===== src/rtl/fret_detector_array.sv =====
// Samples one pixel per fret channel, applies colour hysteresis, delays decisions by N frames and emits a strum pulse.
// Commit on vsync_strobe, frets/strum/frame_tick update one cycle later; no backpressure. FRET_MAJORITY_EN: 3-pixel 2-of-3 sampling.
module fret_detector_array #(
    parameter int NUM_CH  = 5,
    parameter int DEPTH   = 32,
    parameter int XW      = 11,
    parameter int YW      = 10,
    parameter int STRUM_W = 4
) (
    input  logic                         CLK,
    input  logic                         RST_N,
    input  logic                         vsync_strobe,
    input  logic                         hsync_strobe,
    input  logic                         vde,
    input  logic [23:0]                  rgb,
    input  logic [NUM_CH*(XW+YW)-1:0]    pos,
    input  logic [NUM_CH*24-1:0]         trig_on,
    input  logic [NUM_CH*24-1:0]         trig_off,
    input  logic [$clog2(DEPTH)-1:0]     delay_in,
    input  logic [STRUM_W-1:0]           strum_time,
    output logic [NUM_CH-1:0]            frets,
    output logic                         strum,
    output logic                         frame_tick
);

    localparam int AW = $clog2(DEPTH);

    function automatic logic f_ge(input logic [23:0] a, input logic [23:0] b);
        return (a[23:16] >= b[23:16]) && (a[15:8] >= b[15:8]) && (a[7:0] >= b[7:0]);
    endfunction

    function automatic logic f_le(input logic [23:0] a, input logic [23:0] b);
        return (a[23:16] <= b[23:16]) && (a[15:8] <= b[15:8]) && (a[7:0] <= b[7:0]);
    endfunction

    logic [XW-1:0] r_x;
    logic [YW-1:0] r_y;
    logic          r_vde_d;
    logic          w_cap_en;

    always_ff @(posedge CLK or negedge RST_N) begin
        if (!RST_N) begin
            r_x     <= '0;
            r_y     <= '0;
            r_vde_d <= 1'b0;
        end else begin
            r_vde_d <= vde;
            if (vsync_strobe) begin
                r_x <= '0;
                r_y <= '0;
            end else begin
                if (hsync_strobe)
                    r_x <= '0;
                else if (vde && (r_x != '1))
                    r_x <= r_x + XW'(1);
                if (r_vde_d && !vde && (r_y != '1))
                    r_y <= r_y + YW'(1);
            end
        end
    end

    // Strobe cycles carry stale coordinates, so they never capture.
    assign w_cap_en = vde && !vsync_strobe && !hsync_strobe;

    logic [NUM_CH-1:0] w_press;
    logic [NUM_CH-1:0] w_release;
    logic [NUM_CH-1:0] w_valid;

    for (genvar c = 0; c < NUM_CH; c++) begin : g_ch
        logic [XW-1:0] w_px;
        logic [YW-1:0] w_py;
        logic [23:0]   w_on;
        logic [23:0]   w_off;

        assign w_px  = pos[c*(XW+YW) +: XW];
        assign w_py  = pos[c*(XW+YW)+XW +: YW];
        assign w_on  = trig_on[c*24 +: 24];
        assign w_off = trig_off[c*24 +: 24];

`ifdef FRET_MAJORITY_EN
        logic [2:0][23:0] r_pix;
        logic [2:0]       r_seen;
        logic [2:0]       w_hit;
        logic [2:0]       w_p;
        logic [2:0]       w_r;
        logic             w_row;

        assign w_row    = w_cap_en && (r_y == w_py);
        assign w_hit[0] = w_row && (({1'b0, r_x} + (XW+1)'(1)) == {1'b0, w_px});
        assign w_hit[1] = w_row && (r_x == w_px);
        assign w_hit[2] = w_row && ({1'b0, r_x} == ({1'b0, w_px} + (XW+1)'(1)));

        always_ff @(posedge CLK or negedge RST_N) begin
            if (!RST_N) begin
                r_pix  <= '0;
                r_seen <= '0;
            end else if (vsync_strobe) begin
                r_seen <= '0;
            end else begin
                for (int k = 0; k < 3; k++) begin
                    if (w_hit[k] && !r_seen[k]) begin
                        r_pix[k]  <= rgb;
                        r_seen[k] <= 1'b1;
                    end
                end
            end
        end

        // Unseen slots vote neither way, which turns x=0 into a 2-of-2 vote.
        for (genvar k = 0; k < 3; k++) begin : g_vote
            assign w_p[k] = r_seen[k] && f_ge(r_pix[k], w_on);
            assign w_r[k] = r_seen[k] && f_le(r_pix[k], w_off);
        end

        assign w_press[c]   = (w_p[0] & w_p[1]) | (w_p[0] & w_p[2]) | (w_p[1] & w_p[2]);
        assign w_release[c] = (w_r[0] & w_r[1]) | (w_r[0] & w_r[2]) | (w_r[1] & w_r[2]);
        assign w_valid[c]   = r_seen[1] && r_seen[2] && (r_seen[0] || (w_px == '0));
`else
        logic [23:0] r_pix;
        logic        r_seen;
        logic        w_hit;

        assign w_hit = w_cap_en && (r_x == w_px) && (r_y == w_py);

        always_ff @(posedge CLK or negedge RST_N) begin
            if (!RST_N) begin
                r_pix  <= '0;
                r_seen <= 1'b0;
            end else if (vsync_strobe) begin
                r_seen <= 1'b0;
            end else if (w_hit && !r_seen) begin
                r_pix  <= rgb;
                r_seen <= 1'b1;
            end
        end

        assign w_press[c]   = f_ge(r_pix, w_on);
        assign w_release[c] = f_le(r_pix, w_off);
        assign w_valid[c]   = r_seen;
`endif
    end

    logic [NUM_CH-1:0]             r_state;
    logic [DEPTH-1:0][NUM_CH-1:0]  r_hist;
    logic [AW-1:0]                 r_wp;
    logic [NUM_CH-1:0]             r_frets;
    logic                          r_tick;
    logic [STRUM_W-1:0]            r_cnt;
    logic [NUM_CH-1:0]             w_state_nxt;
    logic [NUM_CH-1:0]             w_frets_nxt;
    logic [AW-1:0]                 w_rd_idx;

    always_comb begin
        w_state_nxt = r_state;
        for (int c = 0; c < NUM_CH; c++) begin
            if (w_valid[c]) begin
                if (w_press[c])
                    w_state_nxt[c] = 1'b1;
                else if (w_release[c])
                    w_state_nxt[c] = 1'b0;
            end
        end
    end

    // Zero delay bypasses the history so frets sees the state being written this cycle.
    assign w_rd_idx    = r_wp - delay_in;
    assign w_frets_nxt = (delay_in == '0) ? w_state_nxt : r_hist[w_rd_idx];

    always_ff @(posedge CLK or negedge RST_N) begin
        if (!RST_N) begin
            r_state <= '0;
            r_hist  <= '0;
            r_wp    <= '0;
            r_frets <= '0;
            r_tick  <= 1'b0;
            r_cnt   <= '0;
        end else begin
            r_tick <= vsync_strobe;
            if (vsync_strobe) begin
                r_state      <= w_state_nxt;
                r_hist[r_wp] <= w_state_nxt;
                r_wp         <= r_wp + AW'(1);
                r_frets      <= w_frets_nxt;
                if ((|(w_frets_nxt & ~r_frets)) && (strum_time != '0))
                    r_cnt <= strum_time;
                else if (r_cnt != '0)
                    r_cnt <= r_cnt - STRUM_W'(1);
            end
        end
    end

    assign frets      = r_frets;
    assign strum      = (r_cnt != '0);
    assign frame_tick = r_tick;

endmodule


===== config.mk =====
export PLATFORM = sky130hd
export DESIGN_NAME = fret_detector_array
export DESIGN_NICKNAME = d
export VERILOG_FILES = /design/src/rtl/fret_detector_array.sv
export SDC_FILE = /design/constraint.sdc
export NUM_CORES = 1
export LEC_CHECK = 0
export ABC_CLOCK_PERIOD_IN_PS = 4500
export CORE_ASPECT_RATIO = 1.4
export CORE_MARGIN = 2
export CORE_UTILIZATION = 55
export CTS_BUF_LIST = sky130_fd_sc_hd__clkbuf_8
export CTS_CLUSTER_SIZE = 28
export DETAILED_ROUTE_END_ITERATION = 10
export PLACE_DENSITY_LB_ADDON = 0.25
export SLEW_MARGIN = 0
export SYNTH_ARGS = -nofsm -noshare
export SYNTH_HDL_FRONTEND = slang
export SYNTH_SLANG_ARGS = --single-unit

===== constraint.sdc =====
create_clock -name CLK -period 4.5 [get_ports CLK]
set_input_delay 1.35 -clock CLK [delete_from_list [all_inputs] [get_ports CLK]]
set_output_delay 1.35 -clock CLK [all_outputs]
set_load 0.01 [all_outputs]

==> flow_summary.yaml, run 1 <==
routing:
  wl_per_cell_um: 21.2
  vias: 17930
  first_pass_iters: 5
  via_per_inst: 5.79
  route.antenna.remaining_nets: 0
  drt_iter0_drc: 1061
  drc: 0
  finalWirelength_um: 65800
synthesis:
  synthCells: 2151
  synth_area_per_cell_sq_um: 9.79
  syn-num-nets: 2787
  synth-edff-count: 0
  syn-cell-area_sq_mm: 0.0211
  synth_cell_types: 66
  async_reset_ff_share_pct: 100
  yosysWarnings: 0
  synth_ff_type: "dfrtp_1"
  yosysTopAreaCell: "dfrtp_1"
  ys_seq_area_share_pct: 38.8
  synth_common_cells: "dfrtp_1 (327), ha_1 (252), inv_1 (249)"
  yosys.cell_count.top_type: "dfrtp_1"
  synth_top_cell_area_share_pct: 38.8
  ys_top_cells_by_area: "dfrtp_1 (39%), ha_1 (15%), mux2_2 (7.1%), a21oi_1 (4.7%), inv_1 (4.4%)"
  ys_ff_latch: 327
sta:
  period_minus_slack_ns: 4.33
  finalHoldViolCount: 0
  setup_viol: 0
  final.setup.tns_ns: 0
  final.setup.worst_slack_ns: 0.171
  period_share_pct: 96.2
  fin_worst_skew_ns: 0.0459
  tightest_slew_ns: 0.877
  drv_slew: 0
  slew_headroom_pct: 41.6
  rsz0062_at_grt: "false"
  fmax_mhz: 231
cts:
  clk_pin_slew_worst_paths_ns: 0.06
  h-tree-depth: 2
  clkSinkCount: 327
  cts_buffer_depth: 3
  clkLatencyLatePin_ns: 0.62
  cts.hold.buffers_added: 0
  cts-root-buf: "clkbuf_8"
  cts_resized: 0
  cts_buffers: 49
  cts_setup_buffers: 0
  tritoncts: "done"
floorplan:
  ios: 390
  rows: 84
  dieArea_sq_mm: 0.0399
  die_h_um: 236
  die_w_um: 169
  coreArea_sq_mm: 0.0376
  start_util_pct: 56.0
pwr:
  comb_power_share_pct: 37.3
  p_int_mw: 7.29
  swShare_pct: 33.9
  clockPowerShare_pct: 24.7
  p_leak_nw: 13.2
  p_seq_share_pct: 37.9
  p_per_area_mw_per_mm2: 408
  p_total_mw: 11.0
  p_sw_mw: 3.73
  ir_drop_uv: 472
job:
  drv_cap: 0
setup_path:
  cp-start-kind: "primary input"
  cp-end-kind: "register"
  crit_arrival_ns: 4.82
  path_max_fanout: 21
  path_class: "primary input to register"
  critPathRequiredTime_ns: 4.99
layout:
  multi_input_area_sq_mm: 0.0116
  final_nets: 3213
  drive_gt1_share_pct: 12.4
  register_area_sq_mm: 0.00818
  fillers: 2837
  area_growth_syn_to_layout_pct: 28.1
  final_area_sq_mm: 0.0270
grt:
  antenna_found_initial: 9
  grt_pass1_wl_um: 101000
  overflow: 0
  grt_usage_pct: 32.8
  grt_max_degree: 104
  grt_pass1_vias: 18725
placement:
  gp_congestion: 0.965
  dp_worst_setup_slack_ns: -0.406
  hpwl_um: 52200
  numPortBuffers: 389
  placed_area_sq_mm: 0.0259
worst_hold_path:
  worstHoldPathType: "register to register"
outcome:
  outcome: "completed"
## state kept, by name, indices dropped and copies added (netlist names)
register,flops
r_hist,160
g_ch.r_pix,120
r_x,11
r_wp,5
g_ch.r_seen,5
r_state,5
r_vde_d,1
frets,5
r_y,10
r_cnt,4
frame_tick,1
## critical path, stage by stage
cell             delay, ns
clkdlybuf4s50_1       0.51
ha_2                  0.19
inv_1                 0.05
fa_1                  0.50
buf_4                 0.29
mux4_2                0.26
mux2i_1               0.08
mux2_2                0.30
a221oi_1              0.29
a32oi_1               0.18
a31oi_1               0.34
o21ai_0               0.14
a211o_1               0.33
## kinds of logic after synthesis
family / synth area share (%)
buffers and inverters: 6.05
adders and majority gates: 15.1
DFF: 38.8
and+or+nand+nor: 11.3
xor gates and xnor gates: 5.03
muxes: 12.4
AOI/OAI and AO/OA: 11.3
## layout by cell type, fill, tap and decap left out, drive strengths merged, types with 7 or more instances in the layout
| master | n |
|---|---|
| a21oi | 199 |
| nand4 | 70 |
| clkinv | 7 |
| diode | 10 |
| xnor2 | 102 |
| and3 | 7 |
| xor2 | 19 |
| dfrtp | 327 |
| clkbuf | 59 |
| inv | 261 |
| nor4 | 8 |
| o211ai | 12 |
| mux2 | 132 |
| a21o | 10 |
| nand2b | 16 |
| nor2 | 171 |
| clkdlybuf4s50 | 387 |
| nand2 | 135 |
| o21ai | 143 |
| or3 | 13 |
| nor3 | 16 |
| mux4 | 40 |
| ha | 252 |
| mux2i | 20 |
| nor2b | 18 |
| buf | 66 |
| a211oi | 8 |
| nand3 | 30 |
## path summary, 6_finish.rpt
check	start	to	slack [ns]	cells after the start
worst max-delay path	delay_in[0]	r_cnt[1]$_DFFE_PN0P_	0.17	13
worst min-delay path	r_hist[15]$_DFFE_PN0P_	r_hist[15]$_DFFE_PN0P_	0.48	2
worst max register to register	r_wp[0]$_DFFE_PN0P_	r_cnt[1]$_DFFE_PN0P_	0.87	13
worst min register to register	r_hist[15]$_DFFE_PN0P_	r_hist[15]$_DFFE_PN0P_	0.48	2
max in group asynchronous	RST_N	r_hist[37]$_DFFE_PN0P_	2.64	2
min in group asynchronous	RST_N	g_ch[0].r_pix[9]$_DFFE_PN0P_	0.79	1
## metrics by stage
| stage | hold WS, ns | util, % | std cells |
|---|---|---|---|
| final | 0.476 | 71.7 | 3097 |
| after global routing | 0.511 | 71.7 | 3095 |
| after global placement | 0.458 | 68.8 | 2999 |
| after floorplan | 0.442 | - | 2151 |
| after detailed placement | 0.465 | 68.8 | 2999 |
| after CTS | 0.479 | 71.7 | 3087 |
## power by group through the flow
stage	Combinational, mW	Sequential [mW]	Clock [mW]
floorplan	2.73	3.92	0
global placement	3.94	4.18	0
detailed placement	4.09	4.19	0
CTS	4.10	4.16	2.77
global route	4.49	4.23	2.90
finish	4.11	4.18	2.73
## cell type report
cell class	instances	share of cell area, %
Clock inverter	29	1.07
Clock buffer	59	3.01
Timing Repair Buffer	453	16.8
Multi-Input combinational cell	1497	43.1
Antenna cell	10	0.0927
Tap cell	473	2.19
Sequential cell	327	30.3
Inverter	249	3.46
## routing by layer
| layer | GRT usage [%] | part of all wire, % | vias to the layer above |
|---|---|---|---|
| met5 | 0 | 0 | - |
| met4 | 17.4 | 5.7 | 0 |
| met3 | 4.56 | 5.8 | 197 |
| met2 | 59.3 | 51 | 667 |
| met1 | 37.2 | 37 | 8676 |
| li1 | - | - | 8390 |
Note: power is estimated with default switching activity, not from simulation.
==> run 2: changes to the inputs <==
--- a/config.mk
+++ b/config.mk
@@ -8,2 +8,3 @@
 export ABC_CLOCK_PERIOD_IN_PS = 4500
+export CAP_MARGIN = 10
 export CORE_ASPECT_RATIO = 1.4
==> constraint.sdc (replaced) <==
create_clock -name CLK -period 4.5 [get_ports CLK]
set_input_delay 1.125 -clock CLK [delete_from_list [all_inputs] [get_ports CLK]]
set_output_delay 1.125 -clock CLK [all_outputs]
set_load 0.01 [all_outputs]
==> run 2 against run 1 <==
First-iteration DRC count up 6.1%; cell count down 0.52%; flip-flop and latch count unchanged; sequential share of layout area up 0.068 points; final area down 0.22%; core utilization down 0.16 points; hold slack better by 0.0052 ns; combinational power about the same; largest power group unchanged; via count down 0.22%.
==> flow_summary.yaml, run 2 (synthesis gave the netlist of run 1 again) <==
layout:
  regMostFlops: "r_hist"
  final_nets: 3195
  fillers: 2892
  largest_reg_flops: 160
  area_growth_syn_to_layout_pct: 27.8
  final_common_cell: "clkdlybuf4s50_1"
  final_cell_mix: "clkdlybuf4s50_1 (387), dfrtp_1 (327), inv_1 (256)"
  final_cell_count_no_fill: 3081
  drive_gt1_share_pct: 12.0
  reg_top3: "r_hist: 160 flops, g_ch.r_pix: 120 flops, r_x: 11 flops"
cts:
  clkSinkCount: 327
  cts_buffers: 50
  cts_resized: 0
  clk_pin_slew_worst_paths_ns: 0.06
  cts-root-buf: "clkbuf_8"
  h-tree-depth: 2
  cts_setup_buffers: 0
  cts.hold.buffers_added: 0
  tritoncts: "done"
  cts_buffer_depth: 3
  clkLatencyLatePin_ns: 0.61
setup_path:
  crit_slowest_cell: "fa_1"
  critPathMostFrequentCell: "buf_12"
  crit_arrival_ns: 4.68
  cp-start-kind: "primary input"
  crit_start: "delay_in[0]"
  worstPathCellList: "clkdlybuf4s50_1 > ha_2 > inv_1 > fa_1 > buf_12 > buf_12 > mux4_2 > mux2i_1 > o21ai_0 > a21boi_1 > a21oi_1 > a32oi_2 > nand3_2 > and3_1 > a221o_1"
  slowest_delay_ns: 0.60
  critPathRequiredTime_ns: 4.98
  path_max_fanout: 18
  r2r-start: "r_wp[0]$_DFFE_PN0P_"
  cp-end-kind: "register"
  path_class: "primary input to register"
routing:
  first_pass_iters: 5
  drt_iter0_drc: 1126
  route.antenna.remaining_nets: 0
  drc: 0
  via_per_inst: 5.81
  finalWirelength_um: 65700
  vias: 17890
  wl_per_cell_um: 21.3
sta:
  hold_slack_ns: 0.481
  period_share_pct: 93.4
  tightest_slew_ns: 1.04
  slew_headroom_pct: 30.7
  period_minus_slack_ns: 4.20
  rsz0062_at_grt: "false"
  fin_worst_skew_ns: 0.0400
  finalHoldViolCount: 0
  setup_viol: 0
  drv_slew: 0
  fmax_mhz: 238
placement:
  hpwl_um: 51800
  gp_congestion: 0.954
  dp.cells: 2980
  numPortBuffers: 389
floorplan:
  dieArea_sq_mm: 0.0399
  die_w_um: 169
  rows: 84
  start_util_pct: 56.0
  coreArea_sq_mm: 0.0376
  ios: 390
  die_h_um: 236
worst_hold_path:
  min_from: "r_hist[54]$_DFFE_PN0P_"
  worstHoldPathType: "register to register"
grt:
  grt_usage_pct: 32.9
  grt_pass1_vias: 18626
  overflow: 0
  grt_max_degree: 130
  grt_pass1_wl_um: 101000
  antenna_found_initial: 5
outcome:
  outcome: "completed"
pwr:
  p_per_area_mw_per_mm2: 414
  ir_drop_uv: 568
  p_leak_nw: 13.1
job:
  drv_cap: 0
[run 2: worst paths after layout]
kind	to	slack, ns	cells after the start
max in group asynchronous	r_hist[35]$_DFFE_PN0P_	2.89	2
max	r_cnt[2]$_DFFE_PN0P_	0.30	15
max reg2reg	r_cnt[2]$_DFFE_PN0P_	0.73	15
min	r_hist[54]$_DFFE_PN0P_	0.48	2
min reg2reg	r_hist[54]$_DFFE_PN0P_	0.48	2
min in group asynchronous	g_ch[0].r_pix[9]$_DFFE_PN0P_	0.62	1
[run 2: area by class of cell]
class | count | area [sq um] | area share, %
well taps | 473 | 592 | 2.20
repair buffers | 434 | 4380 | 16.3
multi-input cells | 1497 | 11600 | 43.2
flip-flops and latches | 327 | 8180 | 30.4
clock inverters | 34 | 378 | 1.40
diodes | 7 | 17.5 | 0.0650
inverters | 249 | 935 | 3.47
clock buffers | 60 | 826 | 3.07
[run 2: power breakdown]
part	switching (mW)	total (mW)	leakage, nW	internal (mW)
Sequential	0.505	4.12	4.32	3.62
Clock	1.24	2.93	0.637	1.69
Combinational	1.96	4.11	8.19	2.15
[run 2: metal layers]
metal  up-vias  part of all wire (%)  wire [um]  global-route usage, %
li1       8349                     -          -                      -
met4         0                   5.4       3560                   16.7
met2       636                    51      33700                   59.1
met3       186                   5.9       3890                   4.44
met1      8719                    37      24500                   37.9
met5         -                     0          0                      0
[run 2: worst max-delay path, delay by kind of cell]
| family | cells | cell delay [ns] |
|---|---|---|
| adder cells (fa/ha/maj) | 2 | 0.79 |
| AO/OA/AOI/OAI | 5 | 0.93 |
| AND/OR/NAND/NOR | 2 | 0.36 |
| buffers and inverters | 4 | 0.89 |
| multiplexers | 2 | 0.56 |
[run 2: per-stage QoR]
stage	setup WS, ns	TNS, ns	utilization [%]	area [sq um]	total power [mW]
after floorplan	0.506	0	-	21100	6.65
after global placement	-0.153	-0.466	68.3	25700	8.05
after detailed placement	-0.221	-0.788	68.3	25700	8.22
after CTS	0.436	0	71.5	26900	11.2
after global routing	0.132	0	71.6	26900	11.8
final	0.296	0	71.6	26900	11.2
